**src/rtl/bridge_arbiter.sv**
```systemverilog
// Round-robin arbiter: num_req masters share one registered downstream port; grant/bus_valid one cycle after
// request, req_done one cycle after bus_ack, requests wait while BUSY. `BRIDGE_ARBITER_TIMEOUT_EN adds a BUSY watchdog.
module bridge_arbiter #(
   parameter int num_req        = 2,
   parameter int addr_width     = 32,
   parameter int data_width     = 32,
   parameter int timeout_cycles = 255
) (
   input  logic                             clk,
   input  logic                             reset,
   input  logic [num_req-1:0]               req_valid,
   input  logic [num_req-1:0]               req_write,
   input  logic [num_req*addr_width-1:0]    req_addr,
   input  logic [num_req*data_width-1:0]    req_wdata,
   output logic [num_req-1:0]               grant,
   output logic [num_req-1:0]               req_done,
   output logic [data_width-1:0]            req_rdata,
   output logic                             timeout_err,
   output logic                             bus_valid,
   output logic                             bus_write,
   output logic [addr_width-1:0]            bus_addr,
   output logic [data_width-1:0]            bus_wdata,
   input  logic                             bus_ack,
   input  logic [data_width-1:0]            bus_rdata
);

   localparam int idx_w = $clog2(num_req);

   typedef enum logic [1:0] {s_idle, s_busy, s_done} state_t;

   state_t                 state, state_nxt;
   logic [idx_w-1:0]       last, last_nxt, win_idx;
   logic                   found;
   logic [num_req-1:0]     win_oh;
   logic                   win_write;
   logic [addr_width-1:0]  win_addr;
   logic [data_width-1:0]  win_wdata;
   logic                   to_hit;
   int                     cand;

   logic [num_req-1:0]     grant_nxt, done_nxt;
   logic [data_width-1:0]  rdata_nxt, wdata_nxt;
   logic [addr_width-1:0]  addr_nxt;
   logic                   valid_nxt, write_nxt;

   // First requester with req_valid set, searching upward from last+1 and wrapping.
   always_comb begin
      found   = 1'b0;
      win_idx = '0;
      cand    = 0;
      for (int k = 1; k <= num_req; k++) begin
         cand = int'(last) + k;
         if (cand >= num_req) cand = cand - num_req;
         if (!found && req_valid[cand[idx_w-1:0]]) begin
            found   = 1'b1;
            win_idx = cand[idx_w-1:0];
         end
      end
   end

   assign win_oh    = num_req'(1) << win_idx;
   assign win_write = |(req_write & win_oh);
   assign win_addr  = addr_width'(req_addr >> (int'(win_idx) * addr_width));
   assign win_wdata = data_width'(req_wdata >> (int'(win_idx) * data_width));

`ifdef BRIDGE_ARBITER_TIMEOUT_EN
   logic [15:0] tcnt;

   always_ff @(posedge clk or posedge reset) begin
      if (reset)                tcnt <= '0;
      else if (state != s_busy) tcnt <= '0;
      else if (!bus_ack)        tcnt <= tcnt + 16'd1;
   end

   // Abort on the cycle the count would reach the limit; a same-cycle ack wins.
   assign to_hit = !bus_ack && ((tcnt + 16'd1) == 16'(timeout_cycles));

   always_ff @(posedge clk or posedge reset) begin
      if (reset) timeout_err <= 1'b0;
      else       timeout_err <= (state == s_busy) && to_hit;
   end
`else
   // timeout_cycles is always positive, so this never fires.
   assign to_hit      = (timeout_cycles < 0);
   assign timeout_err = 1'b0;
`endif

   always_comb begin
      state_nxt = state;
      last_nxt  = last;
      grant_nxt = grant;
      done_nxt  = '0;
      rdata_nxt = req_rdata;
      valid_nxt = bus_valid;
      write_nxt = bus_write;
      addr_nxt  = bus_addr;
      wdata_nxt = bus_wdata;
      case (state)
         s_idle: begin
            if (found) begin
               state_nxt = s_busy;
               last_nxt  = win_idx;
               grant_nxt = win_oh;
               valid_nxt = 1'b1;
               write_nxt = win_write;
               addr_nxt  = win_addr;
               wdata_nxt = win_wdata;
            end
         end
         s_busy: begin
            if (bus_ack || to_hit) begin
               state_nxt = s_done;
               valid_nxt = 1'b0;
               done_nxt  = grant;
               rdata_nxt = bus_ack ? (bus_write ? '0 : bus_rdata) : '1;
            end
         end
         s_done: begin
            grant_nxt = '0;
            state_nxt = s_idle;
         end
         default: state_nxt = s_idle;
      endcase
   end

   always_ff @(posedge clk or posedge reset) begin
      if (reset) begin
         state     <= s_idle;
         last      <= idx_w'(num_req - 1);
         grant     <= '0;
         req_done  <= '0;
         req_rdata <= '0;
         bus_valid <= 1'b0;
         bus_write <= 1'b0;
         bus_addr  <= '0;
         bus_wdata <= '0;
      end else begin
         state     <= state_nxt;
         last      <= last_nxt;
         grant     <= grant_nxt;
         req_done  <= done_nxt;
         req_rdata <= rdata_nxt;
         bus_valid <= valid_nxt;
         bus_write <= write_nxt;
         bus_addr  <= addr_nxt;
         bus_wdata <= wdata_nxt;
      end
   end

endmodule

```
**config.mk**
```make
export PLATFORM = sky130hd
export DESIGN_NAME = bridge_arbiter
export DESIGN_NICKNAME = d
export VERILOG_FILES = /design/src/rtl/bridge_arbiter.sv
export SDC_FILE = /design/constraint.sdc
export NUM_CORES = 1
export LEC_CHECK = 0
export BUFFER_PORTS_ARGS = -buffer_cell sky130_fd_sc_hd__buf_2
export CAP_MARGIN = 5
export CORE_ASPECT_RATIO = 1.5
export CORE_MARGIN = 3
export CORE_UTILIZATION = 45
export DETAILED_ROUTE_END_ITERATION = 6
export PLACE_DENSITY_LB_ADDON = 0.08
export SLEW_MARGIN = 20
export SYNTH_ARGS = -nofsm -noshare
export SYNTH_HDL_FRONTEND = slang
export SYNTH_SLANG_ARGS = --single-unit
```
**constraint.sdc**
```tcl
create_clock -name clk -period 7.29 [get_ports clk]
set_input_delay 0.3645 -clock clk [delete_from_list [all_inputs] [get_ports clk]]
set_output_delay 0.3645 -clock clk [all_outputs]
set_load 0.005 [all_outputs]
```
==> out/qor.yml, run 1 <==
synthesis:
  synth_cell_type_count: 27
  synthArstFlopShare_pct: 100
  synth_top_cells_by_area: "dfrtp_1 (51%), a2bb2oi_1 (8.2%), nand2_1 (7.2%)"
  synth-edff-count: 0
  ys_seq_area_share_pct: 51.5
  ys.flop_type: "dfrtp_1"
  synth_area_mm2: 0.00510
  synth_warnings: 0
  synth_top_area_share_pct: 51.0
  netlist_instances: 465
  synth-seq-cells: 105
  synth.avg_cell_area_um2: 11.0
  synth_top_cell_by_area: "dfrtp_1"
  syn_nets: 632
route:
  drt_iter0_drc: 201
  drcViolationCount: 0
  vias: 4558
  first_pass_iters: 4
  wl_um: 14800
  wire_per_inst_um: 17.3
  ant_nets: 0
  via_per_inst: 5.33
global_route:
  grt.busiest_layer: "met2"
  grt_pass1_wl_um: 22700
  use_met2_pct: 39.8
  grt_max_degree: 70
  grt_pass1_vias: 4599
  grt_util_met1_pct: 26.8
  overflow: 0
  antenna_found_initial: 0
  grt_usage_pct: 22.7
  use_met3_pct: 4.76
floorplanning:
  start_util_pct: 46.1
  die_w_um: 92.9
  core_mm2: 0.0111
  die-area_mm2: 0.0127
  die_h_um: 136
  io_pins: 270
  rows: 47
place:
  place_inst: 838
  place_hpwl_um: 10400
  gp_congestion: 0.801
  port_buffers: 268
  placement.cell_area_mm2: 0.00640
sta:
  worst_pin_slew_ps: 1000
  setup_viol: 0
  clock_skew_ps: 7.42
  rsz0062_at_grt: "no"
  maxSlewViolCount: 0
  fin_crit_sh_pct: 29.6
  hold_viol: 0
  setup_tns_ps: 0
  fmax_ghz: 0.463
  min_period_ps: 2160
  slew_headroom_pct: 33.1
final_layout:
  antenna_cells: 0
  final_area_mm2: 0.00672
  fin_cells: 855
  final_util_pct: 60.8
  drive_above_1_share_pct: 48.0
  area_growth_pct: 31.8
  final_nets: 870
setup_path:
  r2r_cells: 4
  crit_required_ps: 7520
  worstSetupPathType: "flop to flop"
  arrival_ps: 2390
  worst_setup_path_end_kind: "flop"
  path_max_fanout: 69
  start_kind: "flop"
clock_network:
  root_buffer: "clkbuf_16"
  clock_path_buffers: 2
  hold_buffers: 0
  cts_tree: "yes"
  cts_made_buffers: 9
  clkTransAtPathRegs_ps: 70
  postCtsSetupRepairBufs: 0
  cts_resized: 0
  insertion_delay_ps: 340
  htreeDepth: 3
  clock-sinks: 105
power_and_ir_drop:
  power_density_mw_per_mm2: 415
  p_total_mw: 2.79
  vdd_drop_max_uv: 188
  p_leak_nw: 3.23
status:
  outcome: "finished, final reports clean"
worst_hold_path:
  holdCritPathClass: "primary input to asynchronous set/reset pin"
flow_run:
  cap_violations: 0
-- cell usage in the layout (no fill, tap or decap), types with 3 or more instances in the layout --
cell type,Yosys,final
a2bb2oi_1,48,48
buf_4,5,5
a211oi_2,28,28
o21ai_0,35,35
clkbuf_16,0,9
a2bb2oi_2,18,18
buf_2,16,268
a211oi_1,37,37
dfrtp_1,104,104
inv_1,4,3
nand2b_1,32,32
nand2_1,98,98
clkbuf_1,18,4
-- cell type report --
| type | instances | area, µm² |
|---|---|---|
| Fill cell | 995 | 4330 |
| Timing Repair Buffer | 274 | 1400 |
| Clock inverter | 3 | 65.1 |
| Clock buffer | 13 | 240 |
| Sequential cell | 105 | 2630 |
| Inverter | 4 | 17.5 |
| Multi-Input combinational cell | 309 | 2190 |
| Tap cell | 147 | 184 |
-- metal layers --
metal	routed length, µm	vias up	part of all wire [%]
met5	0	-	0
met4	380	0	2.6
met3	1040	32	7.1
met2	7760	201	53
met1	5580	2184	38
li1	-	2141	-
-- flip-flops by register name, summed over array words and instances, names as in the netlist --
register,count
grant,2
bus_valid,1
last,1
req_rdata,32
bus_addr,32
state,2
req_done,2
bus_write,1
bus_wdata,32
-- cells in the mapped netlist (all sizes together) (2+ instances only) --
cell type and n:
a211oi 65, nor2 2, a2bb2oi 66, and2 2
nand2 98, o21ai 35, dfrtp 104, buf 29
inv 4, nand2b 32, clkbuf 18
-- worst max-delay path: stages (launching register included) --
cell and delay (ps):
dfrtp_1 410, or2_4 820, nor2_8 250, buf_12 280, a31o_2 240
-- stage by stage --
stage               setup WS [ps]  hold slack [ps]
floorplan                    4170              472
global placement             5000              456
detailed placement           4970              464
CTS                          4960              130
global route                 5020              159
finish                       5130              105
-- path summary, 6_finish.rpt --
kind	start	to	slack (ps)
min in group clk	req_wdata[26]	bus_wdata[26]	250
worst max-delay path	state[0]	state[0]	5130
worst max register to register	state[0]	state[0]	5130
max in group asynchronous	reset	bus_addr[17]	5990
worst min register to register	req_rdata[30]	req_rdata[30]	480
worst min-delay path	reset	req_rdata[21]	100
-- report_power, final --
part | internal, mW | leakage [nW] | switching (mW)
clock network | 0.301 | 0.148 | 0.207
logic | 0.643 | 1.83 | 0.570
registers | 0.872 | 1.25 | 0.195
total | 1.82 | 3.23 | 0.972
-- kinds of logic (layout without fill, tap and decap cells) --
| group | count (synthesis) | in the layout | share of synthesized area (%) |
|---|---|---|---|
| AOI/OAI and AO/OA | 170 | 170 | 30.0 |
| buffers and inverters | 51 | 294 | 5.77 |
| DFF | 105 | 105 | 51.5 |
| muxes | 1 | 1 | 0.196 |
| other | 1 | 1 | 0.0735 |
| and+or+nand+nor | 137 | 137 | 12.4 |
No activity file was read; power rests on OpenSTA's default activity.
==> inputs of run 2 (changes only) <==
==> constraint.sdc (replaced) <==
create_clock -name clk -period 2 [get_ports clk]
set_input_delay 0.1 -clock clk [delete_from_list [all_inputs] [get_ports clk]]
set_output_delay 0.1 -clock clk [all_outputs]
set_load 0.005 [all_outputs]
==> run 2 against run 1 <==
- clock skew grew 2.4 ps
- register-to-register slack lost 4900 ps
- fmax grew 25%
- wire length grew 4.8%
- non-clock buffer count grew 59
- core utilization grew 5.5 points
- first-iteration DRC count shrank 6.5%
- hold slack lost 89 ps
- total power grew to 3.7 times the previous value
- clock power grew to 3.4 times the previous value
- setup slack lost 4900 ps
- combinational power grew to 3.9 times the previous value
- critical path type unchanged
- critical endpoint is now bus_addr[25]
- highest routed layer unchanged
==> out/qor.yml, run 2 (same netlist as run 1, synthesis figures left out) <==
power_and_ir_drop:
  p_leak_nw: 3.48  # was 3.23 nW
  power_density_mw_per_mm2: 1400  # was 415 mW/mm²
  power_frac_comb_pct: 46.0  # was 43.5%
  internal_power_mw: 6.66  # was 1.82 mW
  swShare_pct: 35.0  # was 34.9%
  p_total_mw: 10.2  # was 2.79 mW
  p_sw_mw: 3.58  # was 0.972 mW
  seqPwrFrac_pct: 37.2  # was 38.3%
  power_frac_clock_pct: 16.8  # was 18.2%
  vdd_drop_max_uv: 888  # was 188 µV
global_route:
  antenna_found_initial: 0  # unchanged
  grt_pass1_wl_um: 23900  # was 22700 µm
  grt_pass1_vias: 4758  # was 4599
  grt_usage_pct: 23.9  # was 22.7%
  grt_max_degree: 106  # was 70
  overflow: 0  # unchanged
sta:
  fmax_ghz: 0.579  # was 0.463 GHz
  setup_viol: 0  # unchanged
  clock_skew_ps: 9.78  # was 7.42 ps
  worst_pin_slew_ps: 564  # was 1000 ps
  maxSlewViolCount: 0  # unchanged
  setup_tns_ps: 0  # unchanged
  timing.hold.ws_ps: 15.3  # was 105 ps
  rsz0062_at_grt: "no"  # unchanged
  min_period_ps: 1730  # was 2160 ps
  fin_crit_sh_pct: 86.3  # was 29.6%
  hold_viol: 0  # unchanged
  slew_headroom_pct: 62.4  # was 33.1%
  final.setup.worst_slack_ps: 274  # was 5130 ps
final_layout:
  final_common_cell: "buf_2"  # unchanged
  nFillCells: 945  # was 995
  final_util_pct: 66.3  # was 60.8%
  area_growth_pct: 43.6  # was 31.8%
  mostFrequentLayoutCells: "buf_2 (268), dfrtp_1 (104), nand2_1 (98)"  # unchanged
  final_nets: 929  # was 870
  final_area_mm2: 0.00733  # was 0.00672 mm²
  top_regs: "bus_addr: 32 flops, bus_wdata: 32 flops, req_rdata: 32 flops"  # unchanged
  drive_above_1_share_pct: 45.1  # was 48.0%
  antenna_cells: 0  # unchanged
  fin_cells: 914  # was 855
floorplanning:
  start_util_pct: 46.1  # unchanged
  rows: 47  # unchanged
  io_pins: 270  # unchanged
  die_h_um: 136  # unchanged
  die_w_um: 92.9  # unchanged
  die-area_mm2: 0.0127  # unchanged
  core_mm2: 0.0111  # unchanged
clock_network:
  cts_tree: "yes"  # unchanged
  cts_made_buffers: 9  # unchanged
  root_buffer: "clkbuf_16"  # unchanged
  clock-sinks: 105  # unchanged
  htreeDepth: 3  # unchanged
  clkTransAtPathRegs_ps: 70  # about the same
  clock_path_buffers: 2  # unchanged
  insertion_delay_ps: 340  # about the same
place:
  place_hpwl_um: 10200  # was 10400 µm
  dpl_worst_slack_ps: 313  # was 4970 ps
  port_buffers: 268  # unchanged
  gp_congestion: 0.802  # was 0.801
  placement.cell_area_mm2: 0.00651  # was 0.00640 mm²
  place_inst: 845  # was 838
worst_hold_path:
  holdCritPathClass: "primary input to flop"  # was primary input to asynchronous set/reset pin
setup_path:
  worst_setup_path_end_kind: "flop"  # unchanged
  path_max_fanout: 36  # was 69
  arrival_ps: 1980  # was 2390 ps
  worstSetupPathType: "flop to flop"  # unchanged
  start_kind: "flop"  # unchanged
  crit_required_ps: 2250  # was 7520 ps
route:
  drcViolationCount: 0  # unchanged
  wire_per_inst_um: 16.9  # was 17.3 µm
  first_pass_iters: 4  # unchanged
  vias: 4774  # was 4558
  wl_um: 15500  # was 14800 µm
  ant_nets: 0  # unchanged
  drt_iter0_drc: 188  # was 201
  via_per_inst: 5.22  # was 5.33
flow_run:
  cap_violations: 0  # unchanged
status:
  outcome: "finished, final reports clean"  # unchanged
==> run 2: what timing repair did <==
action,CTS,global route
gates resized for setup,0,0
hold buffers,53,0
hold endpoints to repair,156,0
buffers inserted,0,0
endpoints found under the setup margin,0,0
==> run 2: critical path: stages, from the launching register on <==
cell       delay (ps)
dfrtp_1           430
or2_4             420
nor2_8            180
buf_4             360
a2bb2oi_1         240
==> run 2: per-layer routing <==
layer	track usage, %	share of wire (%)	vias up
li1	-	-	2263
met1	30.7	41	2281
met2	39.6	51	198
met3	3.49	5.3	32
met4	11.4	2.8	0
met5	0	0	-
==> run 2: final timing paths <==
| check | start | slack, ps | end | cells past startpoint |
|---|---|---|---|---|
| setup / recovery | state[0] | 270 | bus_addr[25] | 4 |
| max in group asynchronous | reset | 1090 | bus_addr[0] | 4 |
| setup reg to reg | state[0] | 270 | bus_addr[25] | 4 |
| hold reg to reg | bus_valid | 470 | bus_valid | 1 |
| hold / removal | req_wdata[0] | 20 | bus_wdata[0] | 3 |
| min in group asynchronous | reset | 490 | bus_write | 4 |
==> run 2: power groups by stage <==
stage / clock network (mW) / logic, mW / registers, mW
after floorplan: 0 / 2.90 / 3.87
after global placement: 0 / 4.55 / 3.81
after detailed placement: 0 / 4.71 / 3.80
after CTS: 1.77 / 4.78 / 3.81
after global routing: 1.85 / 5.17 / 3.92
final: 1.72 / 4.71 / 3.81
==> run 2: area by class of cell <==
class | instances | area [µm²] | area share, %
Clock buffer | 13 | 240 | 3.28
Clock inverter | 3 | 42.5 | 0.581
Tap cell | 147 | 184 | 2.51
Timing Repair Buffer | 333 | 2020 | 27.6
Sequential cell | 105 | 2630 | 35.9
Inverter | 4 | 18.8 | 0.256
Multi-Input combinational cell | 309 | 2190 | 29.9
